--- src/rtl/dma_pkg.sv ---
// Shared types and constants for the word-copy DMA engine.
// Optional completion interrupt is enabled with the DMA_IRQ_EN macro.
package dma_pkg;

    localparam int DMA_SRC_W = 32;
    localparam int DMA_DST_W = 16;
    localparam int DMA_CNT_W = 16;

    localparam logic [1:0] DMA_MODE_SRC_L = 2'd0;
    localparam logic [1:0] DMA_MODE_SRC_U = 2'd1;
    localparam logic [1:0] DMA_MODE_DST   = 2'd2;
    localparam logic [1:0] DMA_MODE_AMT   = 2'd3;

    typedef enum logic [2:0] {
        IDLE  = 3'd0,
        REQ   = 3'd1,
        FETCH = 3'd2,
        WRITE = 3'd3,
        DONE  = 3'd4
    } dma_state_t;

    // AMT readback word: busy flag in bit 15 above the remaining count.
    function automatic logic [15:0] amt_word(input logic busy, input logic [14:0] cnt);
        return {busy, cnt};
    endfunction

endpackage

--- src/rtl/dma_regfile.sv ---
// DMA address/count registers with per-word stepping and registered readback.
// Writes are gated by the controller; stepping happens once per written word.
module dma_regfile
    import dma_pkg::*;
#(
    parameter int SRC_W = DMA_SRC_W,
    parameter int DST_W = DMA_DST_W,
    parameter int CNT_W = DMA_CNT_W
) (
    input  logic             clk,
    input  logic             rst,
    input  logic             i_wr_en,
    input  logic [1:0]       i_mode,
    input  logic [15:0]      i_wdata,
    input  logic             i_step,
    input  logic             i_rd_en,
    input  logic             i_busy,
    output logic [SRC_W-1:0] o_src,
    output logic [DST_W-1:0] o_dst,
    output logic [CNT_W-1:0] o_cnt,
    output logic [15:0]      o_rdata
);

    localparam int SRC_HI_W = SRC_W - 16;

    logic [SRC_W-1:0] r_src;
    logic [DST_W-1:0] r_dst;
    logic [CNT_W-1:0] r_cnt;
    logic [15:0]      r_rdata;
    logic [15:0]      w_rsel;

    always_ff @(posedge clk) begin
        if (!rst) begin
            r_src <= '0;
            r_dst <= '0;
            r_cnt <= '0;
        end else if (i_wr_en) begin
            unique case (i_mode)
                DMA_MODE_SRC_L: r_src[15:0]       <= i_wdata;
                DMA_MODE_SRC_U: r_src[SRC_W-1:16] <= i_wdata[SRC_HI_W-1:0];
                DMA_MODE_DST:   r_dst             <= i_wdata[DST_W-1:0];
                default:        r_cnt             <= i_wdata[CNT_W-1:0];
            endcase
        end else if (i_step) begin
            // Full-width increments: carry into the upper source half, natural wrap.
            r_src <= r_src + SRC_W'(1);
            r_dst <= r_dst + DST_W'(1);
            r_cnt <= r_cnt - CNT_W'(1);
        end
    end

    always_comb begin
        w_rsel = '0;
        unique case (i_mode)
            DMA_MODE_SRC_L: w_rsel = r_src[15:0];
            DMA_MODE_SRC_U: w_rsel = 16'(r_src[SRC_W-1:16]);
            DMA_MODE_DST:   w_rsel = 16'(r_dst);
            default:        w_rsel = amt_word(i_busy, 15'(r_cnt));
        endcase
    end

    always_ff @(posedge clk) begin
        if (!rst) begin
            r_rdata <= '0;
        end else begin
            r_rdata <= i_rd_en ? w_rsel : '0;
        end
    end

    assign o_src   = r_src;
    assign o_dst   = r_dst;
    assign o_cnt   = r_cnt;
    assign o_rdata = r_rdata;

endmodule

--- src/rtl/dma_controller.sv ---
// Word-copy DMA engine: bus request, source req/ack fetch, destination write.
// Define DMA_IRQ_EN to add the dma_irq completion flag port.
module dma_controller
    import dma_pkg::*;
#(
    parameter int SRC_W = DMA_SRC_W,
    parameter int DST_W = DMA_DST_W,
    parameter int CNT_W = DMA_CNT_W
) (
    input  logic             clk,
    input  logic             rst,
    input  logic             dma_en,
    input  logic [1:0]       dma_mode,
    input  logic             memwrite,
    input  logic [15:0]      writedata,
    output logic [15:0]      dma_rdata,
    output logic             busy,
    output logic             bus_req,
    input  logic             bus_grant,
    output logic [SRC_W-1:0] src_addr,
    output logic             src_req,
    input  logic             src_ack,
    input  logic [15:0]      src_data,
    output logic [DST_W-1:0] dst_addr,
    output logic             dst_write,
    output logic [15:0]      dst_data
`ifdef DMA_IRQ_EN
    ,
    output logic             dma_irq
`endif
);

    dma_state_t       r_state;
    dma_state_t       w_next;
    logic [15:0]      r_data;
    logic [CNT_W-1:0] w_cnt;
    logic             w_wr_acc;
    logic             w_start;
    logic             w_last;
    logic             w_busy;
    logic             w_src_req;
    logic             w_dst_write;

    assign w_wr_acc = dma_en & memwrite & (r_state == IDLE);
    assign w_start  = w_wr_acc && (dma_mode == DMA_MODE_AMT) && (writedata[CNT_W-1:0] != '0);
    assign w_last   = (w_cnt == CNT_W'(1));

    always_ff @(posedge clk) begin
        if (!rst) begin
            r_state <= IDLE;
        end else begin
            r_state <= w_next;
        end
    end

    // The bus stays requested through DONE so busy and bus_req drop on the edge back to IDLE.
    always_comb begin
        w_next      = r_state;
        w_busy      = 1'b0;
        w_src_req   = 1'b0;
        w_dst_write = 1'b0;
        unique case (r_state)
            IDLE: begin
                if (w_start) w_next = REQ;
            end
            REQ: begin
                w_busy = 1'b1;
                if (bus_grant) w_next = FETCH;
            end
            FETCH: begin
                w_busy    = 1'b1;
                w_src_req = 1'b1;
                if (src_ack) w_next = WRITE;
            end
            WRITE: begin
                w_busy      = 1'b1;
                w_dst_write = 1'b1;
                if (w_last)         w_next = DONE;
                else if (bus_grant) w_next = FETCH;
                else                w_next = REQ;
            end
            DONE: begin
                w_busy = 1'b1;
                w_next = IDLE;
            end
            default: w_next = IDLE;
        endcase
    end

    always_ff @(posedge clk) begin
        if (!rst) begin
            r_data <= '0;
        end else if ((r_state == FETCH) && src_ack) begin
            r_data <= src_data;
        end
    end

    dma_regfile #(
        .SRC_W(SRC_W),
        .DST_W(DST_W),
        .CNT_W(CNT_W)
    ) u_regfile (
        .clk    (clk),
        .rst    (rst),
        .i_wr_en(w_wr_acc),
        .i_mode (dma_mode),
        .i_wdata(writedata),
        .i_step (w_dst_write),
        .i_rd_en(dma_en),
        .i_busy (w_busy),
        .o_src  (src_addr),
        .o_dst  (dst_addr),
        .o_cnt  (w_cnt),
        .o_rdata(dma_rdata)
    );

`ifdef DMA_IRQ_EN
    logic r_irq;

    // Set wins over a same-cycle clear so a completion is never missed.
    always_ff @(posedge clk) begin
        if (!rst) begin
            r_irq <= 1'b0;
        end else if ((r_state == WRITE) && (w_next == DONE)) begin
            r_irq <= 1'b1;
        end else if (dma_en && (dma_mode == DMA_MODE_AMT)) begin
            r_irq <= 1'b0;
        end
    end

    assign dma_irq = r_irq;
`endif

    assign busy      = w_busy;
    assign bus_req   = w_busy;
    assign src_req   = w_src_req;
    assign dst_write = w_dst_write;
    assign dst_data  = r_data;

endmodule

--- config.mk ---
export PLATFORM = sky130hd
export DESIGN_NAME = dma_controller
export DESIGN_NICKNAME = d
export VERILOG_FILES = /design/src/rtl/dma_pkg.sv /design/src/rtl/dma_regfile.sv /design/src/rtl/dma_controller.sv
export SDC_FILE = /design/constraint.sdc
export NUM_CORES = 1
export LEC_CHECK = 0
export ABC_AREA = 1
export CORE_MARGIN = 2
export CORE_UTILIZATION = 25
export CTS_BUF_LIST = sky130_fd_sc_hd__clkbuf_16
export CTS_CLUSTER_DIAMETER = 100
export DETAILED_ROUTE_END_ITERATION = 10
export DONT_BUFFER_PORTS = 1
export PLACE_DENSITY_LB_ADDON = 0.05
export SLEW_MARGIN = 10
export SYNTH_ARGS = -nofsm -noshare
export SYNTH_HDL_FRONTEND = slang
export SYNTH_HIERARCHICAL = 1
export SYNTH_SLANG_ARGS = --single-unit
export TNS_END_PERCENT = 100
--- constraint.sdc ---
create_clock -name clk -period 4.48 [get_ports clk]
set_input_delay 0.672 -clock clk [delete_from_list [all_inputs] [get_ports clk]]
set_output_delay 0.672 -clock clk [all_outputs]
set_load 0.005 [all_outputs]
======== Word-level counts from Yosys, hierarchy flattened ========
Cells that the tools add are included.
storage, ports and cells
  register bits after elaboration ......... 99
  bits of input ports ..................... 40
  output and inout bits ................... 84
  logic and storage cells ................. 62
cells by class
  add/sub/neg operators ................... 3
  equality and inequality tests ........... 15
  muxes and demuxes ....................... 20
  bitwise logic cells ..................... 2
  reduce and logical (&&, ||, !) cells .... 15
operators by type and width
  operator                                                               count
  16-bit 2-to-1 mux                                                      8
  32-bit 2-to-1 mux                                                      2
  16-bit one-hot mux with 3 select lines                                 1
  32-bit by 1-bit adder with 32-bit output (second input constant)       1
  16-bit by 1-bit adder with 16-bit output (second input constant)       1
  16-bit by 1-bit == test with 1-bit output (second input constant)      1
  16-bit nonzero test                                                    1
  16-bit by 1-bit subtractor with 16-bit output (second input constant)  1
  3-bit 2-to-1 mux                                                       4
  3-bit one-hot mux with 4 select lines                                  1
  2-bit AND reduction                                                    5
  2-bit != test (second input constant)                                  4
  3-bit by 2-bit == test with 1-bit output (second input constant)       2
  2-bit by 1-bit != test with 1-bit output (second input constant)       3
  2-bit == test (second input constant)                                  2
  4-bit OR reduction                                                     1
  3-bit by 1-bit == test with 1-bit output (second input constant)       1
  3-bit == test (second input constant)                                  1
  1-bit logical AND                                                      3
  3-bit zero test                                                        1
  1-bit 2-to-1 mux                                                       3
  3-bit AND reduction                                                    1
  3-bit OR reduction                                                     1
  1-bit bitwise AND                                                      2
  4 further kinds                                                        4

======== Longest topological paths before layout ========
Gate-level depths: netlist of the first run.
  depth in word-level cells ............... 6
  mapped depth ............................ 14
  mapped depth without buffers ............ 13

======== Modules after synthesis ========
Netlist of the first run, hierarchy kept.
by module, submodules not included
  module          times used  cells an instance  area each (um2)  seq. area each (um2)
  dma_regfile     1           823                5053.6           1601.5
  dma_controller  1           144                935.9            380.4

======== Worst setup path before layout of the first run ========
OpenSTA, ideal clock, no wires.
  path type ............................... input to register
  start point ............................. in dma_en
  end point ............................... reg u_regfile.r_src[7] (netlist: u_regfile/o_src[7])
  library setup time ...................... 116 ps
  data arrival time ....................... 1698 ps
  data required time ...................... 4364 ps
  slack ................................... 2666 ps
  cell stages on the path ................. 9
  path buffers ............................ 2
  path through ............................ nand2_1 > nor2_1 > buf_2 > inv_1 > nand2_2 > nand2_1 > buf_2 > o211ai_1 > inv_1
on the way
  cells in the longest elaborated chain, start to end .. 4
  elaborated cells on any way between the ends .. 6
  classes of those cells .................. 1 x eq/ne; 1 x mux; 2 x bitwise; 2 x reduce/logical
RTL lines
  item                                                                                                    line                  RTL
  from (decl)                                                                                             dma_controller.sv:12  input logic dma_en,
  1-bit bitwise AND (*) (2 in series)                                                                     dma_controller.sv:44  assign w_wr_acc = dma_en & memwrite & (r_state == IDLE);
  net w_wr_acc                                                                                            dma_controller.sv:37  logic w_wr_acc;
  2-bit by 1-bit != test with 1-bit output (no source line) / 2-bit nonzero test (equally long branches)  n/a
  2-bit AND reduction (no source line)                                                                    n/a
  to (signal assigned)                                                                                    dma_regfile.sv:39     DMA_MODE_SRC_L: r_src[15:0] <= i_wdata;
  to (signal, indexed assignment)                                                                         dma_regfile.sv:40     DMA_MODE_SRC_U: r_src[SRC_W-1:16] <= i_wdata[SRC_HI_W-1:0];
  to (signal assigned)                                                                                    dma_regfile.sv:46     r_src <= r_src + SRC_W'(1);
  to (decl)                                                                                               dma_regfile.sv:26     logic [SRC_W-1:0] r_src;
Mark *: on every way through the listed nets, which the timed path passes. The rest lies on a longest branch.
A chain may end at the register's enable or synchronous reset.

======== Worst setup path in the final report of the first run ========
  start point ............................. reg r_state[0]
  end point ............................... reg u_regfile.r_src[2] (netlist: u_regfile/o_src[2])
on the way
  cells in the longest elaborated chain, start to end .. 4
  elaborated cells on any way between the ends .. 8
  classes of those cells .................. 2 x eq/ne; 2 x mux; 1 x bitwise; 3 x reduce/logical
RTL lines
  item                                                                                                    line                  RTL
  from (decl)                                                                                             dma_controller.sv:33  dma_state_t r_state;
  from (signal assigned)                                                                                  dma_controller.sv:52  r_state <= w_next;
  3-bit zero test (*)                                                                                     dma_controller.sv:44
  1-bit bitwise AND (*)                                                                                   dma_controller.sv:44
  net w_wr_acc                                                                                            dma_controller.sv:37
  2-bit by 1-bit != test with 1-bit output (no source line) / 2-bit nonzero test (equally long branches)  n/a
  2-bit AND reduction (no source line)                                                                    n/a
Marks and branches as above.

==> flow_metrics.tcl, run 1 <==
set metrics [dict create \
    ys_types 40 \
    finalNetCount 991 \
    dpl_cell_area_mm2 0.00624 \
    maxSlewViolCount 0 \
    cts.sinks 99 \
    slowest_stage "nor2_4" \
    final_cell_mix "232 x nand2_1, 165 x nor2_1, 99 x dfxtp_1" \
    max_freq_ghz 0.346 \
    ios 124 \
    relSlewSlack 0.422 \
    hold_path.class "in -> reg" \
    synth_xor_area_frac 0.0205 \
    fillers 2695 \
    start_util 0.255 \
    grtUsageMet2 0.315 \
    crit_buf_inv 4 \
    grt-ovfl-total 0 \
    portBuffers 0 \
    critPathTopFamily "simple AND/OR/NAND/NOR gates" \
    synth_nets 1010 \
    period_minus_slack_ns 2.89 \
    place_congestion 0.821 \
    worst_slew_pin_slew_ns 0.864 \
    yosys.area_share.simple 0.354 \
    cpPeakStageDelay_ns 0.53 \
    power_density_mw_per_mm2 457 \
    async_flop_share 0 \
    synth_top_family_by_area "simple AND/OR/NAND/NOR gates" \
    worstPathRequired_ns 4.79 \
    wl_per_cell_um 21.2 \
    cts_buffers 9 \
    final-hold-violation-count 0 \
    cap_violations 0 \
    drive_above_1_share 0.0598 \
    outcome "complete, no violations" \
    cp_max_fo 27 \
    clkTransAtPathRegs_ns 0.09 \
    synth_seq_cells 99 \
    yosysWarnings 6 \
    cts_tree "done" \
    synth_area_mm2 0.00599 \
    ant_nets 0 \
    syn_avg_cell_area_um2 6.19 \
    dpl.hpwl_mm 20.2 \
    drt_iter0_drc 561 \
    synthAdderAreaFrac 0.00627 \
    synthMuxAreaShare 0 \
    final_common_cell "nand2_1" \
    setup_viol 0 \
    die_h_um 159 \
    core_area_mm2 0.0235 \
    clk_path_buf_depth 2 \
    endpoint_kind "register" \
    worstSkewPairLatency_ns 0.37 \
    crit_top_cell "inv_1" \
    use_met3 0.0585 \
    grt_antenna_before_repair 0 \
    placementRows 56 \
    fin_crit_sh 0.645 \
    worst_setup_path_start_kind "register" \
    cts-resized-gates 0 \
    vias 6310 \
    grt.busiest_layer "met2" \
    viasPerCell 4.96 \
    hold_buffers 0 \
    rsz0062_at_grt "false" \
    holdWs_ns 0.423 \
    ys_seq_area_frac 0.331 \
    cts_setup_buffers 0 \
    finClkSkew_ns 0.0103 \
    grt_usage 0.214 \
    crit_chain "nor2_1, inv_1, nor2_1, inv_1, nor2_4, inv_2, nand2_2, nand2_1, inv_1, o22ai_1, a21oi_1" \
    htreeDepth 3 \
    fin_setup_tns_ns 0 \
    critical_path_arrival_ns 3.20 \
    met1_usage 0.304 \
    antenna_cells 0 \
    die_w_um 159 \
    finalInstanceArea_mm2 0.00655 \
    clockRootBuffer "clkbuf_16" \
    vdd_drop_max_v 0.000157 \
    area_delta_synth_final_pct 9.30 \
    synth_compound_area_frac 0.193 \
    grt_pass1_wl_mm 40.5 \
    post-route-drc-count 0 \
    firstDrtPassIters 5 \
    syn_inst 967 \
    synthFlopType "dfxtp_1" \
    wl_mm 27.0 \
    grt_max_degree 81 \
    p_leak_nw 2.67 \
    design.die.area_mm2 0.0252 \
    first_global_vias 6133 \
    synth-edff-count 0 \
    path_class "reg -> reg" \
]
-- layout make-up --
class	count	area (um2)	share of cell area
Multi-Input combinational cell	730	3440	0.525
Sequential cell	99	1980	0.303
Inverter	106	404	0.0617
Tap cell	319	399	0.0610
Clock buffer	9	225	0.0344
Clock inverter	7	81.3	0.0124
Timing Repair Buffer	2	15.0	0.00229
-- report_power, final --
| group | internal [W] | switching (W) | total (W) |
|---|---|---|---|
| clock | 0.000400 | 0.000449 | 0.000849 |
| sequential | 0.00101 | 0.000215 | 0.00122 |
| combinational | 0.000286 | 0.000633 | 0.000919 |
-- registers in the layout (all words and copies together), names as in the netlist --
register	count
dst_data	16
r_state	3
u_regfile/o_cnt	16
u_regfile/o_dst	16
u_regfile/o_rdata	16
u_regfile/o_src	32
-- metrics by stage --
stage	total power, W	setup WS (ns)	utilization	cells
2_1_floorplan	0.00185	2.67	-	967
3_3_place_gp	0.00218	1.67	0.266	1256
3_5_place_dp	0.00216	1.60	0.266	1256
4_1_cts	0.00301	1.61	0.279	1272
5_1_grt	0.00321	1.21	0.279	1272
6_report	0.00299	1.59	0.279	1272
-- per-layer routing --
metal	vias to the layer above	routed length [um]
met4	0	597
li1	3125	-
met3	29	2060
met5	-	0
met1	2930	13000
met2	226	11300
-- cell usage after synthesis, types with 2 or more instances --
library cell	count	area, um2
o22ai_1	2	12.5
nand2_4	2	22.5
o21ai_1	14	70.1
buf_1	2	7.51
nor2_2	11	68.8
a31oi_1	13	81.3
ha_1	3	37.5
nor2_1	166	623
buf_4	3	22.5
xor2_1	11	96.3
inv_4	2	12.5
xnor2_1	3	26.3
clkbuf_1	10	37.5
nand4_1	8	50.1
o211ai_1	8	60.1
nand2_1	232	871
or2_2	2	12.5
o221ai_1	12	105
nor3_2	2	20.0
nand2_2	5	31.3
a21oi_1	67	335
inv_1	96	360
nand3_1	54	270
buf_6	3	33.8
o21ai_0	91	455
inv_2	7	26.3
nand3b_1	5	37.5
nor3_1	9	45.0
dfxtp_1	99	1980
buf_2	13	65.1
nor2_4	3	33.8
-- final timing paths --
| check | start | end | slack, ns | cells past startpoint |
|---|---|---|---|---|
| min | src_data[12] | dst_data[12] | 0.42 | 2 |
| min reg2reg | u_regfile/o_cnt[2] | u_regfile/o_cnt[2] | 0.53 | 2 |
| max | r_state[0] | u_regfile/o_src[2] | 1.59 | 11 |
| max reg2reg | r_state[0] | u_regfile/o_src[2] | 1.59 | 11 |
-- cell families (layout without fill, tap and decap cells) --
group | count (synthesis) | after routing
compound gates | 211 | 211
xor+xnor | 14 | 14
fa+ha+maj | 3 | 3
buf+inv | 138 | 124
flops | 99 | 99
simple gates | 502 | 502
Note: power is estimated with default switching activity, not from simulation.
==> run 2: changes to the inputs <==
clock period = 2.8 ns   (was 4.48 ns; I/O delays follow)
==> flow_metrics.tcl, run 2 (synthesis results as in run 1) <==
set metrics [dict create \
    outcome "complete, no violations" \
    clkTransAtPathRegs_ns 0.08 \
    grt_usage 0.218 \
    multi_input_area_mm2 0.00344 \
    worstSkewPairLatency_ns 0.36 \
    start_util 0.255 \
    fin_crit_sh 0.804 \
    design.die.area_mm2 0.0252 \
    worstPathRequired_ns 3.05 \
    period_minus_slack_ns 2.25 \
    ant_nets 0 \
    vias 6386 \
    core_area_mm2 0.0235 \
    first_global_vias 6229 \
    ios 124 \
    cap_violations 0 \
    path_class "reg -> reg" \
    maxSlewViolCount 0 \
    cp_max_fo 15 \
    r2r_start "r_state[0]" \
    vdd_drop_max_v 0.000264 \
    rsz0062_at_grt "false" \
    r2r_cells 11 \
    grt_max_degree 81 \
    worst_setup_path_start_kind "register" \
    place_congestion 0.815 \
    critical_path_arrival_ns 2.50 \
    placementRows 56 \
    startpoint "r_state[0]" \
    use_met3 0.0624 \
    drive_above_1_share 0.0714 \
    max_freq_ghz 0.444 \
    power_density_mw_per_mm2 729 \
    portBuffers 0 \
    htreeDepth 3 \
    die_w_um 159 \
    cts.sinks 99 \
    grt-ovfl-total 0 \
    cts_tree "done" \
    final_cell_mix "232 x nand2_1, 165 x nor2_1, 99 x dfxtp_1" \
    dpl.hpwl_mm 20.9 \
    antenna_cells 0 \
    holdWs_ns 0.172 \
    fillers 2661 \
    finalNonFillerCells 1285 \
    finClkSkew_ns 0.0101 \
    cts_setup_buffers 0 \
    post-route-drc-count 0 \
    final-hold-violation-count 0 \
    clockRootBuffer "clkbuf_16" \
    worst_slew_pin_slew_ns 0.695 \
    firstDrtPassIters 5 \
    crit_path_end "u_regfile/o_src[2]" \
    wl_mm 27.5 \
    fin_setup_tns_ns 0 \
    hold_path.class "in -> reg" \
    grt.busiest_layer "met2" \
    p_leak_nw 2.75 \
    cts-resized-gates 0 \
    r2r_slack_ns 0.55 \
    wl_per_cell_um 21.4 \
    endpoint_kind "register" \
    grt_antenna_before_repair 0 \
    grt_pass1_wl_mm 41.6 \
    setup_viol 0 \
    dp_cells 1269 \
    final_common_cell "nand2_1" \
    cts_buffers 9 \
    clk_path_buf_depth 2 \
    viasPerCell 4.97 \
    largest_reg_flops 32 \
    hold_buffers 0 \
    r2r-end "u_regfile/o_src[2]" \
    met1_usage 0.305 \
    die_h_um 159 \
    finalNetCount 1004 \
    drt_iter0_drc 422 \
    ff_latch_area_mm2 0.00198 \
    area_delta_synth_final_pct 11.2 \
    grtUsageMet2 0.333 \
    relSlewSlack 0.536 \
]
-- run 2: cell types whose count changed in the layout (fill, tap and decap cells not counted) --
cell        before  now
inv_1           95   96
clkinvlp_4       0    1
buf_12           0    1
clkinv_4         2    0
inv_6            1    2
bufinv_16        0    1
buf_4            2   14
inv_8            2    1
clkinv_8         2    1
-- run 2: stage by stage --
step	area (um2)	utilization	setup slack (ns)	total power [W]
after global placement	6350	0.271	0.628	0.00355
after CTS	6660	0.284	0.560	0.00491
after detailed placement	6350	0.271	0.542	0.00352
final	6660	0.284	0.549	0.00486
after floorplan	5990	-	1.03	0.00296
after global routing	6660	0.284	0.263	0.00523
-- run 2: power by group --
part	internal, W	leakage (nW)	switching [W]
sequential	0.00162	0.804	0.000333
combinational	0.000495	1.79	0.00104
clock	0.000713	0.153	0.000657
-- run 2: worst min path at each step --
stage	cells after the start	from	slack, ns	end
2_1_floorplan	2	dst_data[10]	0.48	dst_data[10]
3_3_place_gp	2	dst_data[13]	0.51	dst_data[13]
3_5_place_dp	2	dst_data[12]	0.51	dst_data[12]
4_1_cts	2	rst	0.15	r_state[0]
5_1_grt	2	rst	0.16	r_state[0]
6_report	2	rst	0.17	r_state[0]
-- run 2: worst max-delay path, cell delays in order (launching register included) --
cell and delay [ns]:
dfxtp_1 0.34, nor2_1 0.12, inv_1 0.07, nor2_1 0.15
inv_1 0.11, nor2_4 0.20, buf_4 0.25, nand2_1 0.07
nand2_1 0.31, inv_1 0.25, o22ai_1 0.17, a21oi_1 0.08
-- run 2: per-layer routing --
metal	vias up	part of all wire
met5	-	0
met1	2999	0.47
li1	3143	-
met3	17	0.082
met2	227	0.43
met4	0	0.013
-- run 2: layout make-up --
cell class	count	share of cell area
Tap cell	319	0.0599
Multi-Input combinational cell	730	0.516
Timing Repair Buffer	15	0.0188
Clock inverter	7	0.0130
Inverter	106	0.0607
Clock buffer	9	0.0338
Sequential cell	99	0.298
==> run 3: changes to the inputs <==
clock period = 2.35 ns   (was 2.8 ns; I/O delays follow)
==> flow_metrics.tcl, run 3 (synthesis results as in run 1) <==
set metrics [dict create \
    grtUsageMet2 0.345 \
    grt-ovfl-total 0 \
    viasPerCell 4.98 \
    design.die.area_mm2 0.0252 \
    firstDrtPassIters 5 \
    place_congestion 0.803 \
    finalNetCount 1027 \
    fin_setup_tns_ns 0 \
    max_freq_ghz 0.480 \
    relSlewSlack 0.514 \
    drt_iter0_drc 508 \
    portBuffers 0 \
    dpl.hpwl_mm 21.4 \
    area_delta_synth_final_pct 14.0 \
    wl_per_cell_um 21.2 \
    placementRows 56 \
    final_common_cell "nand2_1" \
    clkTransAtPathRegs_ns 0.08 \
    hold_buffers 0 \
    core_area_mm2 0.0235 \
    cts_setup_buffers 0 \
    cts.sinks 99 \
    setup_ws_ns 0.267 \
    path_class "reg -> reg" \
    largest_reg_flops 32 \
    vias 6508 \
    cap_violations 0 \
    ios 124 \
    period_minus_slack_ns 2.08 \
    power_density_mw_per_mm2 850 \
    met1_usage 0.302 \
    cts-resized-gates 0 \
    first_global_vias 6343 \
    wl_mm 27.8 \
    rsz0062_at_grt "false" \
    clk_path_buf_depth 2 \
    setup_viol 0 \
    drive_above_1_share 0.0940 \
    antenna_cells 0 \
    cts_buffers 9 \
    grt_pass1_wl_mm 41.5 \
    htreeDepth 3 \
    fin_crit_sh 0.886 \
    final-hold-violation-count 0 \
    fin_util 0.291 \
    worstPathRequired_ns 2.64 \
    fillers 2710 \
    start_util 0.255 \
    grt.busiest_layer "met2" \
    dpl_worst_slack_ns 0.299 \
    critical_path_arrival_ns 2.37 \
    grt_antenna_before_repair 0 \
    worst_slew_pin_slew_ns 0.721 \
    grt_usage 0.219 \
    endpoint_kind "register" \
    vdd_drop_max_v 0.000360 \
    ant_nets 0 \
    finClkSkew_ns 0.0105 \
    die_h_um 159 \
    worstSkewPairLatency_ns 0.37 \
    worst_setup_path_start_kind "register" \
    p_leak_nw 2.86 \
    cts_tree "done" \
    clockRootBuffer "clkbuf_16" \
    hold_path.class "in -> reg" \
    maxSlewViolCount 0 \
    outcome "complete, no violations" \
    die_w_um 159 \
    grt_max_degree 81 \
    use_met3 0.0606 \
    p_total_w 0.00581 \
    cp_max_fo 26 \
    post-route-drc-count 0 \
    final_cell_mix "232 x nand2_1, 165 x nor2_1, 99 x dfxtp_1" \
]
run 3: cell types whose count changed in the layout (fill, tap and decap cells not counted), sizes merged:
cell	before	now
bufinv	1	0
inv	109	108
clkinv	2	4
buf	15	38
run 3: routing by layer:
| metal | wire length [um] | vias up |
|---|---|---|
| li1 | - | 3198 |
| met2 | 12100 | 237 |
| met3 | 2110 | 18 |
| met5 | 0 | - |
| met1 | 13300 | 3055 |
| met4 | 313 | 0 |
run 3: power by group:
part	internal [W]	switching, W
logic	0.000668	0.00130
clock network	0.000750	0.000809
registers	0.00193	0.000358
run 3: path summary, 6_finish.rpt:
check | end | startpoint | slack [ns] | cells past startpoint
worst max-delay path | u_regfile/o_cnt[4] | r_state[0] | 0.27 | 12
worst max register to register | u_regfile/o_cnt[4] | r_state[0] | 0.27 | 12
worst min register to register | dst_data[12] | dst_data[12] | 0.53 | 2
worst min-delay path | r_state[0] | rst | 0.09 | 2
run 3: stage by stage:
step | cells | hold WS, ns | cell area, um2
after detailed placement | 1292 | 0.483 | 6540
after floorplan | 967 | 0.481 | 5990
final | 1308 | 0.0908 | 6830
after CTS | 1308 | 0.0853 | 6830
after global placement | 1292 | 0.476 | 6540
after global routing | 1308 | 0.105 | 6830
run 3: area by class of cell:
cell class | count | area, um2 | share of cell area
clock buffers | 9 | 225 | 0.0330
clock inverters | 7 | 70.1 | 0.0103
inverters | 106 | 404 | 0.0592
multi-input cells | 730 | 3440 | 0.504
flip-flops and latches | 99 | 1980 | 0.290
well taps | 319 | 399 | 0.0584
repair buffers | 38 | 310 | 0.0454
run 3: worst max-delay path, cell delays in order (launching register included):
cell and delay [ns]:
dfxtp_1 0.34, nor2_1 0.13, inv_1 0.07, nor2_1 0.16, inv_1 0.11, nor2_4 0.13
buf_12 0.19, buf_4 0.20, nand3_1 0.10, nand2_1 0.12, buf_4 0.21, o21ai_0 0.10
a31oi_1 0.14
